<file path="src/rtl/branch_ctrl.sv">
// Branch/jump redirect controller for the EX stage: condition decode,
// IDLE/REDIRECT FSM, fetch redirect and IF/ID + ID/EX flush.
// Optional macro BRANCH_PERF_EN adds saturating br_count/taken_count outputs.
module branch_ctrl #(
    parameter int width = 32
) (
    input  logic             clk,
    input  logic             rst_n,
    input  logic             stall,
    input  logic             br_valid,
    input  logic             jump,
    input  logic [2:0]       funct3,
    input  logic             br_lt,
    input  logic             br_eq,
    input  logic [width-1:0] target,
    output logic             br_un,
    output logic             pc_sel,
    output logic [width-1:0] pc_target,
    output logic             flush_if_id,
    output logic             flush_id_ex,
`ifdef BRANCH_PERF_EN
    output logic [31:0]      br_count,
    output logic [31:0]      taken_count,
`endif
    output logic             illegal_br
);

    localparam logic [0:0] IDLE     = 1'b0;
    localparam logic [0:0] REDIRECT = 1'b1;

    logic [0:0]       state_q, state_d;
    logic [width-1:0] tgt_q, tgt_d;
    logic             ill_q, ill_d;
    logic             cond;
    logic             undef_f3;
    logic             taken;
    logic             decide;

    // Unsigned comparison for BLTU/BGEU
    assign br_un = funct3[2] & funct3[1];

    // Branch condition decode; 010/011 are undefined and never taken
    always_comb begin
        cond     = 1'b0;
        undef_f3 = 1'b0;
        unique case (funct3)
            3'b000:  cond = br_eq;
            3'b001:  cond = ~br_eq;
            3'b100:  cond = br_lt;
            3'b101:  cond = ~br_lt;
            3'b110:  cond = br_lt;
            3'b111:  cond = ~br_lt;
            default: undef_f3 = 1'b1;
        endcase
    end

    // A decision is only made from IDLE when the pipeline advances;
    // in REDIRECT the EX instruction is wrong-path and ignored.
    assign decide = (state_q == IDLE) & ~stall;
    assign taken  = jump | (br_valid & cond);

    // Next-state, redirect target capture and illegal-branch pulse
    always_comb begin
        state_d = state_q;
        tgt_d   = tgt_q;
        ill_d   = decide & br_valid & ~jump & undef_f3;
        unique case (state_q)
            IDLE: begin
                if (decide && taken) begin
                    state_d = REDIRECT;
                    tgt_d   = {target[width-1:1], 1'b0};
                end
            end
            REDIRECT: begin
                if (!stall) begin
                    state_d = IDLE;
                end
            end
            default: state_d = IDLE;
        endcase
    end

    // State registers; reset aborts any redirect in flight
    always_ff @(posedge clk or negedge rst_n) begin
        if (!rst_n) begin
            state_q <= IDLE;
            tgt_q   <= '0;
            ill_q   <= 1'b0;
        end else begin
            state_q <= state_d;
            tgt_q   <= tgt_d;
            ill_q   <= ill_d;
        end
    end

    assign pc_sel      = (state_q == REDIRECT);
    assign flush_if_id = (state_q == REDIRECT);
    assign flush_id_ex = (state_q == REDIRECT);
    assign pc_target   = tgt_q;
    assign illegal_br  = ill_q;

`ifdef BRANCH_PERF_EN
    logic [31:0] brc_q, tkc_q;

    // Saturating counters of evaluated branches and taken redirects
    always_ff @(posedge clk or negedge rst_n) begin
        if (!rst_n) begin
            brc_q <= '0;
            tkc_q <= '0;
        end else begin
            if (decide && br_valid && brc_q != 32'hFFFF_FFFF) begin
                brc_q <= brc_q + 32'd1;
            end
            if (decide && taken && tkc_q != 32'hFFFF_FFFF) begin
                tkc_q <= tkc_q + 32'd1;
            end
        end
    end

    assign br_count    = brc_q;
    assign taken_count = tkc_q;
`endif

endmodule

</file>
<file path="config.mk">
export PLATFORM = sky130hd
export DESIGN_NAME = branch_ctrl
export DESIGN_NICKNAME = d
export VERILOG_FILES = /design/src/rtl/branch_ctrl.sv
export SDC_FILE = /design/constraint.sdc
export NUM_CORES = 1
export LEC_CHECK = 0
export CORE_MARGIN = 2
export CORE_UTILIZATION = 35
export DETAILED_ROUTE_END_ITERATION = 6
export PLACE_DENSITY = 0.79
export SLEW_MARGIN = 15
export SYNTH_ARGS = -nofsm -noshare
export SYNTH_HDL_FRONTEND = slang
export SYNTH_SLANG_ARGS = --single-unit
</file>
<file path="constraint.sdc">
create_clock -name clk -period 2 [get_ports clk]
set_clock_uncertainty 0.1 [all_clocks]
set_input_delay 0.2 -clock clk [delete_from_list [all_inputs] [get_ports clk]]
set_output_delay 0.2 -clock clk [all_outputs]
set_load 0.02 [all_outputs]
</file>
==> flow_summary.json, run 1 <==
{
  "yosys-top-cells-count": "dfrtp_1, mux2_4, buf_4, buf_6, nor3b_1",
  "yosysWarnings": 0,
  "critical_path.top_delay_family": "simple AND/OR/NAND/NOR gates",
  "r2r_slack_ns": 0.06,
  "finalHoldViolCount": 0,
  "dr.pass1.iters": 2,
  "syn-num-nets": 124,
  "required_ns": 2.07,
  "synth_top_cell_area_share": 0.571,
  "final_cells": 217,
  "cp.arrival_ns": 2.01,
  "drc": 0,
  "rr_worst_depth": 5,
  "syn_area_um2": 1450,
  "cts_max_level": 2,
  "wirelength_mm": 3.37,
  "synth_area_leader_cell": "dfrtp_1",
  "irDropWorstVdd_v": 0.000418,
  "fillerInstances": 320,
  "cp_num_buf_inv": 1,
  "ctsHoldBuffers": 0,
  "clockBufferDepth": 2,
  "finalSetupTns_ns": 0,
  "grt_max_degree": 34,
  "die_h_um": 68.3,
  "drtIter0Drc": 48,
  "grt_pass1_wl_mm": 4.80,
  "path_cells": "or4b_4 > nor3_4 > nor2_4 > buf_12 > mux2_4",
  "worstSetupStartpointType": "register",
  "syn2layout_area_growth_pct": 64.8,
  "cp_max_fo": 21,
  "synth_edf_count": 0,
  "viasPerCell": 4.48,
  "drv_cap": 0,
  "grt_usage": 0.144,
  "post_cts_buffers": 0,
  "clk_pin_slew_worst_paths_ns": 0.07,
  "power_density_nw_per_um2": 1100,
  "num_vias": 973,
  "grt_pass1_vias": 982,
  "start_util": 0.361,
  "final_antenna_net_count": 0,
  "ys_ff_latch": 33,
  "fin_util": 0.595,
  "synthFlopType": "dfrtp_1",
  "ys_seq_area_frac": 0.571,
  "core_area_um2": 4000,
  "timing.final.max_slew_violations": 0,
  "final_nets": 208,
  "yosysUniqueCellTypes": 16,
  "holdWs_ns": 0.210,
  "cts_inserted_buffers": 5,
  "die_w_um": 68.3,
  "syn_area_per_cell_um2": 17.6,
  "syn_inst": 82,
  "setup_ws_ns": 0.0561,
  "setup-violations-final": 0,
  "diodes": 0,
  "num_rows": 23,
  "tritoncts": "done",
  "root_buffer": "clkbuf_8",
  "insertion_delay_ns": 0.28,
  "reg2reg_to": "pc_target[28]",
  "drive_above_1_share": 0.293,
  "io_buffer_count": 76,
  "reg2reg_from": "flush_id_ex",
  "dp.cells": 208,
  "layout_min_cycle_time_ns": 1.94,
  "pre_cts_ws_ns": -0.240,
  "rsz0062_at_grt": "no",
  "antenna_found_initial": 0,
  "synthTopCellsByArea": "dfrtp_1, mux2_4, buf_6",
  "dpl.hpwl_mm": 2.58,
  "hold_path.class": "in -> async",
  "slowest_stage": "or4b_4",
  "criticalPathCategory": "reg -> reg",
  "synth.most_common_cell": "dfrtp_1",
  "post_cts_resized": 0,
  "grt_overflow": 0,
  "die_area_um2": 4660,
  "crit_path_end_kind": "register",
  "clkSinkCount": 33,
  "fmax_mhz": 514,
  "power.leakage_uw": 0.00110,
  "gp_congestion": 0.808,
  "period_share": 0.972,
  "ios": 79,
  "status": "complete, no violations",
  "async_flop_share": 1.00,
  "slowest_delay_ns": 0.54,
  "wl_per_cell_um": 15.5
}
==> registers in the layout, indices dropped and copies added (netlist names) <==
signal	flops
flush_id_ex	1
illegal_br	1
pc_target	31
==> metal layers <==
metal  track usage  up-vias  part of all wire
met3        0.0493        8             0.061
met4        0.0525        0             0.014
met2         0.244       40              0.54
met1         0.167      475              0.38
met5             0        -                 0
li1              -      450                 -
==> how the worst max path moves through the flow <==
stage / startpoint / end / depth (start not counted)
floorplan: flush_id_ex / pc_target[10] / 5
global placement: funct3[2] / pc_target[16] / 6
detailed placement: funct3[2] / pc_target[9] / 6
CTS: flush_id_ex / pc_target[28] / 5
global route: flush_id_ex / pc_target[31] / 5
finish: flush_id_ex / pc_target[28] / 5
==> placed cells by master (no fill, tap or decap) <==
cell type / netlist / routed
clkdlybuf4s50_1: 0 / 76
dfrtp_1: 33 / 33
mux2_4: 30 / 30
clkbuf_8: 0 / 5
buf_4: 3 / 5
nor3b_1: 2 / 2
clkinv_2: 0 / 2
buf_12: 0 / 2
or4b_4: 1 / 1
and2_1: 1 / 1
xnor2_1: 1 / 1
nor3_4: 1 / 1
nor2_1: 1 / 1
xor2_1: 1 / 1
a41o_1: 1 / 1
a211o_1: 1 / 1
nor2_4: 0 / 1
mux2_2: 1 / 1
conb_1: 1 / 1
clkinvlp_4: 0 / 1
==> layout make-up <==
class	instances	area [um2]	share of cell area
multi-input combinational	43	568	0.239
clock inverter	3	17.5	0.00736
timing repair buffer	83	838	0.352
clock buffer	5	68.8	0.0289
sequential	33	826	0.347
tap	50	62.6	0.0263
==> kinds of logic (layout without fill, tap and decap cells) <==
group	after synthesis	count (layout)	synth area share
compound gates	2	2	0.0130
flops	33	33	0.571
other cells	1	1	0.00259
buf+inv	6	91	0.0390
xor+xnor	2	2	0.0121
mux	31	31	0.319
simple gates	7	7	0.0424
==> power by group <==
| group | leakage [uW] | switching (uW) | internal [uW] |
|---|---|---|---|
| registers | 0.000390 | 107 | 858 |
| clock network | 0.0000439 | 246 | 240 |
| logic | 0.000664 | 474 | 689 |
| total | 0.00110 | 826 | 1790 |
==> through the flow <==
stage,total power (uW),area (um2)
global placement,2110,2290
floorplan,1580,1450
detailed placement,2150,2290
finish,2610,2380
CTS,2650,2370
global route,2750,2380
Note: power is estimated with default switching activity, not from simulation.
==> inputs of run 2 (changes only) <==
--- a/config.mk
+++ b/config.mk
@@ -7,6 +7,7 @@
 export LEC_CHECK = 0
 export CORE_MARGIN = 2
 export CORE_UTILIZATION = 35
+export CTS_BUF_LIST = sky130_fd_sc_hd__clkbuf_16
 export DETAILED_ROUTE_END_ITERATION = 6
 export PLACE_DENSITY = 0.79
 export SLEW_MARGIN = 15
==> run 2 against run 1 <==
Against the previous run: combinational power is essentially flat; non-clock buffer count shrank 1; final cell count shrank 0.46%; sequential power is essentially flat; utilization grew 1.2 points; hold slack gained 0.017 ns; setup slack lost 0.0092 ns; via count grew 0.21%; global-route usage grew 0.52 points; wire length grew 0.59%.
==> flow_summary.json, run 2 (synthesized netlist as in run 1, its figures left out) <==
{
  "status": "complete, no violations",
  "diodes": 0,
  "required_ns": 2.06,
  "rsz0062_at_grt": "no",
  "dpl.hpwl_mm": 2.58,
  "post_cts_resized": 0,
  "core_area_um2": 4000,
  "irDropWorstVdd_v": 0.000564,
  "ios": 79,
  "criticalPathCategory": "reg -> reg",
  "grt_overflow": 0,
  "drive_above_1_share": 0.289,
  "reg2reg_from": "flush_id_ex",
  "holdWs_ns": 0.227,
  "cts_max_level": 2,
  "drc": 0,
  "reg2reg_to": "pc_target[11]",
  "hold_path.class": "in -> async",
  "num_rows": 23,
  "fillerInstances": 311,
  "finalSetupTns_ns": 0,
  "grt_busiest_layer": "met2",
  "setup-violations-final": 0,
  "pre_cts_ws_ns": -0.240,
  "tritoncts": "done",
  "largest_register_ffs": 31,
  "io_buffer_count": 76,
  "final_cell_mix": "clkdlybuf4s50_1, dfrtp_1, mux2_4",
  "dr.pass1.iters": 2,
  "grt_max_degree": 34,
  "fin_util": 0.607,
  "insertion_delay_ns": 0.27,
  "r2r_slack_ns": 0.05,
  "gp_congestion": 0.808,
  "ctsHoldBuffers": 0,
  "antenna_found_initial": 0,
  "drv_cap": 0,
  "cts_inserted_buffers": 5,
  "die_w_um": 68.3,
  "layout_min_cycle_time_ns": 1.95,
  "period_share": 0.977,
  "grt_pass1_wl_mm": 4.87,
  "root_buffer": "clkbuf_16",
  "drtIter0Drc": 44,
  "clk_pin_slew_worst_paths_ns": 0.05,
  "wirelength_mm": 3.39,
  "final_nets": 207,
  "fmax_mhz": 512,
  "num_vias": 975,
  "gr-usage-met3": 0.0493,
  "clkSinkCount": 33,
  "multi_input_area_um2": 568,
  "die_h_um": 68.3,
  "viasPerCell": 4.51,
  "crit_path_end": "pc_target[11]",
  "post_cts_buffers": 0,
  "critical_path.startpoint": "flush_id_ex",
  "cp_max_fo": 21,
  "power_density_nw_per_um2": 1170,
  "crit_path_end_kind": "register",
  "power.leakage_uw": 0.00112,
  "layout_commonest_cell": "clkdlybuf4s50_1",
  "power_uw": 2850,
  "cp.arrival_ns": 2.01,
  "setup_ws_ns": 0.0469,
  "die_area_um2": 4660,
  "global_route.usage.met1": 0.170,
  "area.sequential_um2": 826,
  "grt_util_met2": 0.251,
  "worstSetupStartpointType": "register",
  "finalHoldViolCount": 0,
  "start_util": 0.361,
  "wl_per_cell_um": 15.7,
  "grt_usage": 0.149,
  "final_antenna_net_count": 0,
  "rr_worst_depth": 5,
  "syn2layout_area_growth_pct": 68.1,
  "clockBufferDepth": 2,
  "grt_pass1_vias": 991,
  "timing.final.max_slew_violations": 0
}
## run 2: layout make-up
class / count / area share
Timing Repair Buffer: 82 / 0.342
Sequential cell: 33 / 0.340
Multi-Input combinational cell: 43 / 0.234
Clock buffer: 5 / 0.0515
Tap cell: 50 / 0.0257
Clock inverter: 3 / 0.00721
## run 2: power breakdown
part / internal [uW] / switching (uW)
registers: 859 / 107
clock network: 455 / 268
logic: 688 / 476
total: 2000 / 850
## run 2: metal layers
| metal | part of all wire | vias to the layer above | routed length (um) |
|---|---|---|---|
| met3 | 0.063 | 2 | 215 |
| met1 | 0.37 | 482 | 1270 |
| li1 | - | 453 | - |
| met5 | 0 | - | 0 |
| met4 | 0.012 | 0 | 40 |
| met2 | 0.55 | 38 | 1870 |
## run 2: worst max-delay path: stages (launching register included)
cell and delay (ns):
dfrtp_1 0.38, or4b_4 0.54, nor3_4 0.24, nor2_4 0.08, buf_12 0.18, mux2_4 0.31
## run 2: worst min-delay path by stage
| stage | startpoint | to | cells after the start | slack, ns |
|---|---|---|---|---|
| 5_1_grt | rst_n | pc_target[29] | 2 | 0.26 |
| 2_1_floorplan | rst_n | flush_id_ex | 0 | -0.20 |
| 4_1_cts | rst_n | pc_target[14] | 2 | 0.24 |
| 3_3_place_gp | pc_target[8] | pc_target[8] | 1 | 0.39 |
| 3_5_place_dp | pc_target[27] | pc_target[27] | 1 | 0.39 |
| 6_report | rst_n | pc_target[29] | 2 | 0.23 |
## run 2: stage by stage
step           cell area (um2)  std cells
2_1_floorplan             1450         82
3_3_place_gp              2290        208
3_5_place_dp              2290        208
4_1_cts                   2430        216
5_1_grt                   2430        216
6_report                  2430        216
==> inputs of run 3 (changes only) <==
--- a/config.mk
+++ b/config.mk
@@ -5,6 +5,7 @@
 export SDC_FILE = /design/constraint.sdc
 export NUM_CORES = 1
 export LEC_CHECK = 0
+export CORE_ASPECT_RATIO = 1.2
 export CORE_MARGIN = 2
 export CORE_UTILIZATION = 35
 export CTS_BUF_LIST = sky130_fd_sc_hd__clkbuf_16
==> run 3 against run 2 <==
Against the previous run: total power fell by 0.49%; wire length rose by 4.2%; non-clock buffer count fell by 1; clock-buffer cell count did not move; largest power group unchanged.
==> flow_summary.json, run 3 (synthesized netlist as in run 1, its figures left out) <==
{
  "status": "complete, no violations",
  "clockBufferDepth": 2,
  "reg2reg_to": "pc_target[30]",
  "drv_cap": 0,
  "syn2layout_area_growth_pct": 67.6,
  "finalSetupTns_ns": 0,
  "wl_per_cell_um": 16.1,
  "grt_pass1_wl_mm": 5.64,
  "num_rows": 25,
  "final_cells": 219,
  "multi_input_area_um2": 568,
  "crit_path_end_kind": "register",
  "wirelength_mm": 3.53,
  "die_area_um2": 4660,
  "finalHoldViolCount": 0,
  "required_ns": 2.05,
  "fin_util": 0.615,
  "cts_max_level": 2,
  "cts_inserted_buffers": 5,
  "ios": 79,
  "area.sequential_um2": 826,
  "wl_met1_mm": 1.27,
  "tritoncts": "done",
  "die_w_um": 62.7,
  "fmax_mhz": 522,
  "io_buffer_count": 76,
  "dr.max_layer_used": "met4",
  "num_vias": 985,
  "grt_pass1_vias": 1167,
  "fillerInstances": 346,
  "reg2reg_from": "flush_id_ex",
  "power_uw": 2840,
  "drive_above_1_share": 0.273,
  "ctsHoldBuffers": 0,
  "final_cell_mix": "clkdlybuf4s50_1, dfrtp_1, mux2_4",
  "dr.pass1.iters": 4,
  "critical_path.startpoint": "funct3[2]",
  "cp_max_fo": 17,
  "antenna_found_initial": 0,
  "start_util": 0.367,
  "worstSetupStartpointType": "input pin",
  "drc": 0,
  "grt_overflow": 0,
  "cp.arrival_ns": 1.97,
  "holdWs_ns": 0.225,
  "grt_usage": 0.161,
  "dr_wl_met2_mm": 2.04,
  "criticalPathCategory": "in -> reg",
  "clk_pin_slew_worst_paths_ns": 0.05,
  "final_nets": 206,
  "wl_met3_um": 173,
  "gp_congestion": 0.764,
  "die_h_um": 74.4,
  "diodes": 0,
  "layout_commonest_cell": "clkdlybuf4s50_1",
  "hold_path.class": "in -> async",
  "final_antenna_net_count": 0,
  "period_share": 0.958,
  "root_buffer": "clkbuf_16",
  "crit_path_end": "pc_target[30]",
  "grt_max_degree": 34,
  "rsz0062_at_grt": "no",
  "power_density_nw_per_um2": 1170,
  "dpl.hpwl_mm": 2.67,
  "largest_register_ffs": 31,
  "power.leakage_uw": 0.00111,
  "dp.cells": 211,
  "layout_min_cycle_time_ns": 1.92,
  "insertion_delay_ns": 0.27,
  "irDropWorstVdd_v": 0.000680,
  "timing.final.max_slew_violations": 0,
  "clkSinkCount": 33,
  "drtIter0Drc": 22,
  "core_area_um2": 3940,
  "rr_worst_depth": 5,
  "setup-violations-final": 0,
  "r2r_slack_ns": 0.11,
  "viasPerCell": 4.50
}
run 3: cell count changes in the layout (fill, tap and decap cells not counted):
cell	before	now
buf_4	4	3
clkinv_1	0	2
clkinv_2	2	1
clkinvlp_4	1	0
run 3: power breakdown:
group,switching [uW],internal (uW)
Combinational,474,687
Clock,258,449
Sequential,111,860
Total,843,2000
run 3: repair_timing:
action | 4_1_cts | 5_1_grt
setup buffers | 0 | 0
resized for setup | 0 | 0
setup endpoints to repair | 0 | 12
run 3: through the flow:
step	setup WS (ns)	area [um2]
after global routing	0.0374	2420
after floorplan	0.00769	1450
after CTS	0.0391	2420
after global placement	-0.206	2280
after detailed placement	-0.250	2280
final	0.0841	2420
run 3: worst min path at each step:
stage                        startpoint            end  slack (ns)  depth (start not counted)
after detailed placement  pc_target[25]  pc_target[25]        0.39                          1
after floorplan                   rst_n    flush_id_ex       -0.20                          0
after CTS                         rst_n  pc_target[11]        0.24                          2
final                             rst_n  pc_target[30]        0.22                          2
after global routing              rst_n  pc_target[30]        0.27                          2
after global placement     pc_target[9]   pc_target[9]        0.39                          1
run 3: worst max-delay path: stages:
cell and delay (ns):
clkdlybuf4s50_1 0.45, or4b_4 0.57, nor3_4 0.18, nor2_4 0.09, buf_12 0.17, mux2_4 0.30
run 3: cell type report:
class,count,area share
timing repair buffer,81,0.340
clock buffer,5,0.0517
clock inverter,3,0.00517
sequential,33,0.341
tap,54,0.0279
multi-input combinational,43,0.235
run 3: routing by layer:
layer,vias up,GRT usage
li1,446,-
met1,490,0.171
met2,44,0.312
met3,5,0.0348
met4,0,0.0667
met5,-,0
==> RTL edit 1 (flow settings as in run 1) <==
The option `BRANCH_PERF_EN` is turned on by a define.
--- a/src/rtl/branch_ctrl.sv
+++ b/src/rtl/branch_ctrl.sv
@@ -2,4 +2,6 @@
 // IDLE/REDIRECT FSM, fetch redirect and IF/ID + ID/EX flush.
 // Optional macro BRANCH_PERF_EN adds saturating br_count/taken_count outputs.
+`define BRANCH_PERF_EN
+
 module branch_ctrl #(
     parameter int width = 32
Behaviour (old outputs only; new: br_count and taken_count): unchanged (Yosys induction, for registers that start in step).
==> RTL edit 1 against run 1 <==
  * Area after synthesis increased to 3.0 times the old value
  * Global-route usage grew 2.2 points
  * Worst setup slack better by 0.0048 ns
  * Wire length grew to 3.2 times the old value
  * Sequential cell count grew 64
  * Largest cell class is now flip-flops and latches
  * Design area grew to 2.8 times the old value
  * Power rose by 130%
  * Via count increased to 3.5 times the old value
  * First-iteration DRC count rose to 3.7 times the old value
  * Die area rose to 2.8 times the old value
  * Critical path type unchanged
  * Sequential share of layout area rose by 1.8 points
  * Largest power group is now sequential cells
  * Clock power grew to 3.7 times the old value
  * Highest routed layer unchanged
==> RTL edit 1: results (changes against run 1) <==
metric	value	unit	change
wl_met2	5.266	mm	+190%
nNonClkInverters	4		+4
outcome	finished, final reports clean		
multi_input_area	1916	µm²	+240%
use_met1	0.2083		+0.04112
grt_max_degree	41		+21%
nClkBuffers	13		+8
vdd_drop_max	492.9	µV	+18%
buffer_area_frac	0.2719		-0.08018
grt_pass1_wl	17.23	mm	+260%
p_leak	2.874	nW	+160%
vias	3395		+250%
portBuffers	140		+84%
cts.htree.levels	3		+1
avgViaCountPerCell	4.857		+8.3%
grt_use_met2	0.2733		+0.02940
dp_worst_setup_slack	-0.1740	ns	+0.06636 ns
dpl_cell_area	6254	µm²	+170%
nets	591		+180%
multi_input_cells	244		+470%
slowest_delay	0.40	ns	-0.14 ns
cp.arrival	2.07	ns	+0.06 ns
drtIter0Drc	177		+270%
cts_buffers	9		+4
worstReg2RegStart	br_count[10]$_DFFE_PN0P_		
yosys-top-cells-count	dfrtp_1, xnor2_1, mux2_2, nand2_1, nor2_1		
wirelength	10.84	mm	+220%
drt-met1-wl	4.707	mm	+260%
signal_buffers	191		+130%
area_delta_synth_final	55.67	%	
dr.pass1.iters	4		+2
synth_fp_nets	398		+220%
n_fill_cell	1011		+220%
drive_gt1_frac	0.2627		-0.03073
synth.distinct_cells	40		+24
dp_hpwl	8.066	mm	+210%
use_met3	0.04902		-0.0003173
first_global_vias	3458		+250%
grtUsageTotal	0.1660		+0.02230
seq_area	2447	µm²	+200%
clockRootBuffer	clkbuf_16		
slowest_stage	dfrtp_2		
path_max_fanout	5		-76%
place.gp.congestion	0.8090		+0.12%
syn_area	4304	µm²	+200%
met3_length	719	µm	+250%
-- RTL edit 1: cell types whose count changed after synthesis, sizes merged, moves of 6 or more --
cell,change
nand3,+22
nand4,+20
xnor2,+39
dfrtp,+64
and3,+12
nor3,+6
xor2,+22
nor2,+22
and4,+6
nand2,+33
-- RTL edit 1: where the power goes --
| group | internal (mW) | leakage (nW) | switching [mW] | total (mW) |
|---|---|---|---|---|
| Clock | 1.08 | 0.152 | 0.733 | 1.81 |
| Combinational | 0.999 | 1.49 | 0.859 | 1.86 |
| Sequential | 2.26 | 1.23 | 0.190 | 2.45 |
-- RTL edit 1: what timing repair did --
item / in CTS / in global routing
gates resized for setup: 0 / 13
hold buffers: 1 / 0
hold endpoints to repair: 37 / 0
setup endpoints to repair: 0 / 16
buffers inserted: 0 / 8
-- RTL edit 1: cells by family (layout without fill, tap and decap cells) --
kind of cell               count (synthesis)  after routing  synth area share
adders and majority gates                  2              2          0.005813
and+or+nand+nor                          137            137            0.1797
xor gates and xnor gates                  63             63            0.1282
other                                      1              1         0.0008713
buffers and inverters                     13            211           0.01715
DFF                                       97             97            0.5640
muxes                                     33             33           0.08634
AOI/OAI and AO/OA                          8              8           0.01802
-- RTL edit 1: final timing paths --
check                                         endpoint  slack, ns  depth (start not counted)
min                        taken_count[20]$_DFFE_PN0P_       0.28                          2
min in group clk                  illegal_br$_DFF_PN0_       0.32                          2
max reg2reg                   br_count[28]$_DFFE_PN0P_       0.06                          7
max in group asynchronous   taken_count[0]$_DFFE_PN0P_       0.84                          3
min reg2reg                   br_count[31]$_DFFE_PN0P_       0.39                          1
max                           br_count[28]$_DFFE_PN0P_       0.06                          7
==> RTL edit 2 (flow settings as in run 1) <==
Made on the original files. Register the input `target` before use, cleared by the reset. The logic sees it one clock later. The other inputs are not delayed to match.
--- a/src/rtl/branch_ctrl.sv
+++ b/src/rtl/branch_ctrl.sv
@@ -28,4 +28,14 @@
     localparam logic [0:0] IDLE     = 1'b0;
     localparam logic [0:0] REDIRECT = 1'b1;
+
+    logic [width-1:0] target_q;
+
+    always_ff @(posedge clk or negedge rst_n) begin
+        if (!rst_n) begin
+            target_q <= '0;
+        end else begin
+            target_q <= target;
+        end
+    end
 
     logic [0:0]       state_q, state_d;
@@ -69,5 +79,5 @@
                 if (decide && taken) begin
                     state_d = REDIRECT;
-                    tgt_d   = {target[width-1:1], 1'b0};
+                    tgt_d   = {target_q[width-1:1], 1'b0};
                 end
             end
Check against the original RTL: not equivalent (a bounded check fails within 4 cycles, from zero or initial values and one cycle with rst_n low).
==> RTL edit 2 against run 1 <==
  * Power is 53% higher
  * Critical path type is now in2out
  * Area after synthesis increased by 53%
  * Wire length increased by 15%
  * Design area grew 39%
  * Worst setup slack improved by 0.15 ns
  * Hold slack got worse by 0.016 ns
  * Critical endpoint is now br_un
  * Fmax increased by 8.4%
  * Sequential cell count up 31
  * Combinational power fell by 3%
==> RTL edit 2: results (changes against run 1) <==
metric	value	unit	change
nets	241		+16%
slowest_stage	clkdlybuf4s50_1		
cpLargestDelayFamily	buffers and inverters		
p_leak	1.446	nW	+32%
holdPathStages	1		
slowest_delay	0.61	ns	+0.07 ns
setup_viol	0		unchanged
ys_warn_count	0		unchanged
grt_max_degree	65		+91%
reg2reg_to	pc_target[14]$_DFFE_PN0P_		
seq_area_frac_synth	0.7232		+0.1517
diodes	0		unchanged
drtIter0Drc	50		+4.2%
dp_hpwl	2.589	mm	+0.40%
cts.clk_slew.worst_paths	0.08	ns	
drive_gt1_frac	0.2598		-0.03361
ys_top_cells_by_area	dfrtp_1, mux2_4, buf_6, buf_4, o21bai_4		
grt_pass1_wl	6.713	mm	+40%
ff2ff_path_depth	5		unchanged
yosys-top-cells-count	dfrtp_1, mux2_4, buf_4, buf_6		
dr.pass1.iters	4		+2
synth_fp_nets	156		+26%
portBuffers	76		unchanged
startpoint	funct3[2]		
clockBufferDepth	2		unchanged
outcome	finished, final reports clean		
dp_worst_setup_slack	0.01765	ns	+0.2580 ns
synth.distinct_cells	15		-1
avgViaCountPerCell	4.312		-3.8%
ys_ff_latch	64		+94%
avgRoutedWirePerCell	13.91	µm	-11%
place.gp.congestion	0.7185		-11%
clockRootBuffer	clkbuf_8		
post_cts_buffers	0		unchanged
fin_crit	1.793	ns	-0.1511 ns
cts-hold-fix-buffers	1		+1
min_to	target_q[4]$_DFF_PN0_		
async_reset_ff_frac	1.000		unchanged
min_from	target[4]		
cp.arrival	1.49	ns	-0.52 ns
cts_resized	0		unchanged
grtUsageTotal	0.1279		-0.01575
n_fill_cell	494		+54%
hold_slack	0.1937	ns	-0.01607 ns
crit_end	br_un		
antenna_found_initial	0		unchanged
first_global_vias	1349		+37%
cp-start-kind	input port		
hold_path.class	in2reg		
cts.htree.levels	3		+1
vdd_drop_max	638.0	µV	+53%
worstReg2RegStart	flush_id_ex$_DFF_PN0_		
ff2ff_setup_slack	0.32	ns	+0.26 ns
path_max_fanout	4		-81%
cts_buffers	9		+4
clock_latency	0.34	ns	+0.06 ns
RTL edit 2: metrics by stage:
| step | instances | instance area [µm²] | util |
|---|---|---|---|
| 2_1_floorplan | 114 | 2215 | - |
| 3_3_place_gp | 262 | 3068 | 0.5091 |
| 3_5_place_dp | 262 | 3068 | 0.5091 |
| 4_1_cts | 279 | 3308 | 0.5490 |
| 5_1_grt | 279 | 3308 | 0.5490 |
| 6_report | 279 | 3308 | 0.5490 |
RTL edit 2: routing by layer:
| layer | GRT usage | wire (µm) | up-vias |
|---|---|---|---|
| li1 | - | - | 549 |
| met1 | 0.1661 | 1688 | 583 |
| met2 | 0.1796 | 1793 | 63 |
| met3 | 0.05242 | 318 | 8 |
| met4 | 0.07478 | 80 | 0 |
| met5 | 0 | 0 | - |
RTL edit 2: kinds of logic after synthesis:
| family | after synthesis | synth area share |
|---|---|---|
| compound gates | 4 | 0.01864 |
| flops | 64 | 0.7232 |
| mux | 31 | 0.2085 |
| other cells | 1 | 0.001693 |
| buf+inv | 6 | 0.02542 |
| simple gates | 6 | 0.01469 |
| xor+xnor | 2 | 0.007911 |
RTL edit 2: power breakdown:
group,total [mW],switching [mW],internal (mW)
Combinational,1.12,0.456,0.668
Clock,1.25,0.507,0.739
Sequential,1.63,0.120,1.51
RTL edit 2: worst reg2reg max path, delay by kind of cell (launching register included):
kind	cells	cell delay, ns
AND/OR/NAND/NOR	2	0.27
buffers and inverters	1	0.21
AO/OA/AOI/OAI	1	0.24
flip-flops	1	0.42
multiplexers	1	0.32
RTL edit 2: final cells by class:
| class | count | area share |
|---|---|---|
| flip-flops and latches | 64 | 0.4841 |
| repair buffers | 80 | 0.2496 |
| multi-input cells | 44 | 0.1683 |
| clock buffers | 10 | 0.04160 |
| well taps | 75 | 0.02837 |
| clock inverters | 6 | 0.02799 |
